===== config.mk =====
export PLATFORM = sky130hd
export DESIGN_NAME = noise_pwm_dac
export DESIGN_NICKNAME = d
export VERILOG_FILES = /design/src/rtl/noise_pwm_dac.sv
export SDC_FILE = /design/constraint.sdc
export NUM_CORES = 1
export LEC_CHECK = 0
export CORE_AREA = 2 2 81 83
export CTS_BUF_LIST = sky130_fd_sc_hd__clkbuf_2
export CTS_CLUSTER_SIZE = 30
export DETAILED_ROUTE_END_ITERATION = 10
export DIE_AREA = 0 0 83 85
export PLACE_DENSITY_LB_ADDON = 0.2
export SKIP_LAST_GASP = 1
export SLEW_MARGIN = 25
export SYNTH_ARGS = -nofsm -noshare
export SYNTH_HDL_FRONTEND = slang
export SYNTH_SLANG_ARGS = --single-unit

===== constraint.sdc =====
create_clock -name clk -period 4.1 [get_ports clk]
set_clock_uncertainty 0.05 [all_clocks]
set_input_delay 0.41 -clock clk [delete_from_list [all_inputs] [get_ports clk]]
set_output_delay 0.41 -clock clk [all_outputs]
set_load 0.01 [all_outputs]

===== src/rtl/noise_pwm_dac.sv =====
// noise_pwm_dac: once per frame latches a volume-scaled noise sample as the
// duty value and turns it into a registered PWM bit stream.
module noise_pwm_dac #(
   parameter int PWM_BITS = 8,
   parameter int DIV      = 4
) (
   input  logic                clk,
   input  logic                reset,
   input  logic [16:0]         noise,
   input  logic                enable,
   input  logic [3:0]          volume,
   output logic                pwm_out,
   output logic                sample_strobe,
   output logic [PWM_BITS-1:0] duty,
   output logic                busy
);

   localparam int PW = (DIV > 1) ? $clog2(DIV) : 1;

   typedef enum logic [1:0] {IDLE, LOAD, RUN} state_t;

   state_t              state;
   state_t              state_next;
   logic [PW-1:0]       presc;
   logic [PWM_BITS-1:0] pcnt;
   logic                presc_last;
   logic                frame_end;
   logic [PWM_BITS+3:0] sample_ext;
   logic [PWM_BITS+3:0] volume_ext;
   logic [PWM_BITS+3:0] product;
   logic                unused_bits;

   // Scaling uses the top PWM_BITS of the 16-bit sample; the low nibble of the
   // product is dropped so volume 15 stays just below full scale.
   always_comb begin
      presc_last = (presc == PW'(DIV - 1));
      frame_end  = (state == RUN) && presc_last && (&pcnt);
      sample_ext = '0;
      sample_ext[PWM_BITS-1:0] = noise[15:16-PWM_BITS];
      volume_ext = '0;
      volume_ext[3:0] = volume;
      product     = sample_ext * volume_ext;
      unused_bits = ^{noise, product[3:0]};
   end

   always_comb begin
      state_next    = state;
      sample_strobe = (state == LOAD);
      busy          = (state != IDLE);
      case (state)
         IDLE: if (enable) state_next = LOAD;
         LOAD: state_next = RUN;
         RUN:  if (frame_end) state_next = enable ? LOAD : IDLE;
         default: state_next = IDLE;
      endcase
   end

   // Counters only move in RUN; at frame end both wrap to zero naturally,
   // so LOAD and IDLE always see them cleared.
   always_ff @(posedge clk) begin
      if (reset) begin
         state   <= IDLE;
         presc   <= '0;
         pcnt    <= '0;
         duty    <= '0;
         pwm_out <= 1'b0;
      end else begin
         state   <= state_next;
         pwm_out <= (state == RUN) && (pcnt < duty);
         if (state == LOAD) duty <= product[PWM_BITS+3:4];
         if (state == RUN) begin
            presc <= presc_last ? '0 : presc + PW'(1);
            if (presc_last) pcnt <= pcnt + PWM_BITS'(1);
         end else begin
            presc <= '0;
            pcnt  <= '0;
         end
      end
   end

endmodule


==> metrics.yaml <==
via_count: 1395
critical_path.cell_chain: "clkdlybuf4s50_1 > and2_1 > fa_1 > inv_1 > fa_1 > inv_1 > ha_1 > and4_1 > a22o_4 > o41ai_2 > xor2_1 > o21ai_1"
ys.flop_type: "dfxtp_1"
grt_pass1_vias: 1360
ioPinCount: 35
reg2reg_depth: 6
ys_seq_area_frac: 0.2351
diodes: 0
status: "complete, no violations"
dieHeight_um: 85
required_ns: 4.28
numCtsBuffers: 3
dp_hpwl_um: 2910
async_flop_share: 0
critPathTopFamily: "adder cells"
wl_per_cell_um: 11.28
synth_fa_ha_area_frac: 0.2841
fmax_ghz: 0.2879
drive_gt1_frac: 0.04783
slew_headroom: 0.7469
via_per_inst: 4.544
slowest_delay_ns: 0.53
ys_seq_elements: 21
root_buffer: "clkbuf_2"
clk_latency_ns: 0.32
synth-simple-area-share: 0.2267
top_layer_used: "met4"
clockBufferDepth: 2
wl_met1_um: 1715
endpoint_kind: "flip-flop"
synth_top_area_share: 0.2351
synth_fp_nets: 261
cts_sinks: 21
slew_violations: 0
rows: 29
synthDistinctLibCells: 40
port-buffer-count: 25
cts_hold_buffers: 0
grt_max_degree: 12
final_cells: 307
powerDensity_nw_per_um2: 246.8
drt-total-wl_um: 3464
ff2ff_setup_slack_ns: 2.41
netlist_instances: 203
worst-path-buf-inv: 3
gp_congestion: 0.7558
netlist_area_sq_um: 1788
r2r-start: "presc[0]"
yosysTopAreaCell: "dfxtp_1"
regArea_sq_um: 420.4
muxShareOfSynthArea: 0.005598
dp_cells: 303
hold_viol: 0
multi_input_area_sq_um: 1265
min_path_type: "reg2reg"
start_util: 0.2882
nNetsFinal: 289
maxCapViolCount: 0
core_sq_um: 6205
post_cts_buffers: 0
dr_wl_met2_um: 1627
grt-ovfl-total: 0
hp-start: "presc[0]"
cts_tree: "done"
synth_top_cells_by_area: "dfxtp_1, ha_1, fa_1"
met3_wirelength_um: 85
path_max_fanout: 8
p_leak_nw: 0.9814
whs_ns: 0.3925
cp-start-kind: "input pin"
drtAntennaViolNets: 0
rsz0062_at_grt: "false"
min_period_ns: 3.473
synth_most_common_cell: "inv_1"
cts_resized: 0
setup_tns_ns: 0
fin_crit_sh: 0.8472
fillers: 663
path_clk_slew_ns: 0.20
die_area_sq_um: 7055
synth_compound_area_frac: 0.1421
firstDrtPassIters: 4
setup_viol: 0
arrival_ns: 3.66
drc_errors: 0
areaGrowthSynthToFinish_pct: 20.22
vdd_drop_max_mv: 0.1328
htree_levels: 1
synth.avg_cell_area_sq_um: 8.808
yosys_warnings: 0
synth_xor_area_frac: 0.04899
fin_util: 0.3464
antenna_found_initial: 0
hold_depth: 1
dieWidth_um: 83
synth_edf_count: 0
worst_pin_slew_ns: 0.3787
crit_path_top_delay_cell: "clkdlybuf4s50_1"
reg2reg_to: "state[1]"
grt_pass1_wl_um: 5982
synth_common_cells: "inv_1, ha_1, nand2_1"
drt_iter0_markers: 16
path_class: "in2reg"
synth_top_family_by_area: "adder cells"
grt_usage: 0.1001
min_to: "presc[0]"
==> through the flow <==
step	instance area (sq um)	setup slack, ns	power [mW]
global route	2150	0.4254	0.5781
detailed placement	2130	0.2499	0.4493
finish	2150	0.6267	0.5306
global placement	2130	0.2628	0.4509
CTS	2150	0.6474	0.5424
floorplan	1788	0.9799	0.3780
==> worst max-delay path by stage <==
stage / to / startpoint / depth (start not counted)
finish: duty[4] / volume[3] / 12
CTS: duty[4] / volume[3] / 12
floorplan: duty[5] / noise[9] / 11
global placement: duty[7] / volume[3] / 12
detailed placement: duty[4] / volume[3] / 12
global route: duty[4] / volume[3] / 12
==> layout make-up <==
| cell class | count | share of cell area |
|---|---|---|
| clock buffers | 4 | 0.009313 |
| inverters | 24 | 0.04191 |
| flip-flops and latches | 21 | 0.1956 |
| repair buffers | 26 | 0.1199 |
| multi-input cells | 155 | 0.5885 |
| well taps | 77 | 0.04482 |
==> cells in the final DEF (no fill, tap or decap), types with 2 or more instances in the layout <==
cell,netlist,routed
and3_1,4,4
dfxtp_1,21,21
o21a_1,2,2
nor2_1,13,13
xor2_1,8,8
a21o_1,7,7
nand2b_1,4,4
fa_1,11,11
ha_1,23,23
o21ai_0,3,3
a211oi_1,3,3
o31ai_1,2,2
and2_1,16,16
nand3_1,4,4
nor3_1,2,2
clkdlybuf4s50_1,0,25
nand2_1,22,22
or3_1,2,2
inv_1,24,24
and4_1,3,3
xnor2_1,2,2
a21oi_1,3,3
clkbuf_2,0,4
a31oi_1,2,2
nand4_1,4,4
==> report_power, final <==
| part | total [mW] | internal (mW) | switching, mW |
|---|---|---|---|
| logic | 0.221 | 0.109 | 0.113 |
| registers | 0.221 | 0.213 | 0.00717 |
| clock network | 0.0887 | 0.0258 | 0.0629 |
| total | 0.531 | 0.348 | 0.183 |
==> routing by layer <==
metal / GRT usage / vias up
met2: 0.1752 / 22
met5: 0 / -
met4: 0.03130 / 0
li1: - / 743
met3: 0.01070 / 4
met1: 0.1299 / 626
==> cell families after synthesis <==
family | Yosys count
flops | 21
mux | 1
fa+ha+maj | 34
simple gates | 78
xor+xnor | 10
compound gates | 32
buf+inv | 27
==> worst reg2reg max path: cells and delay by family (launching register included) <==
kind                     cells  cell delay (ns)
AND/OR/NAND/NOR              3             0.41
AO/OA/AOI/OAI                2             0.43
flip-flops                   1             0.38
adder cells (fa/ha/maj)      1             0.34
==> flip-flops by register name, indices dropped and copies added (netlist names) <==
name,cells
pcnt,8
state,2
pwm_out,1
presc,2
duty,8
Power figures use the tool's default switching activity.
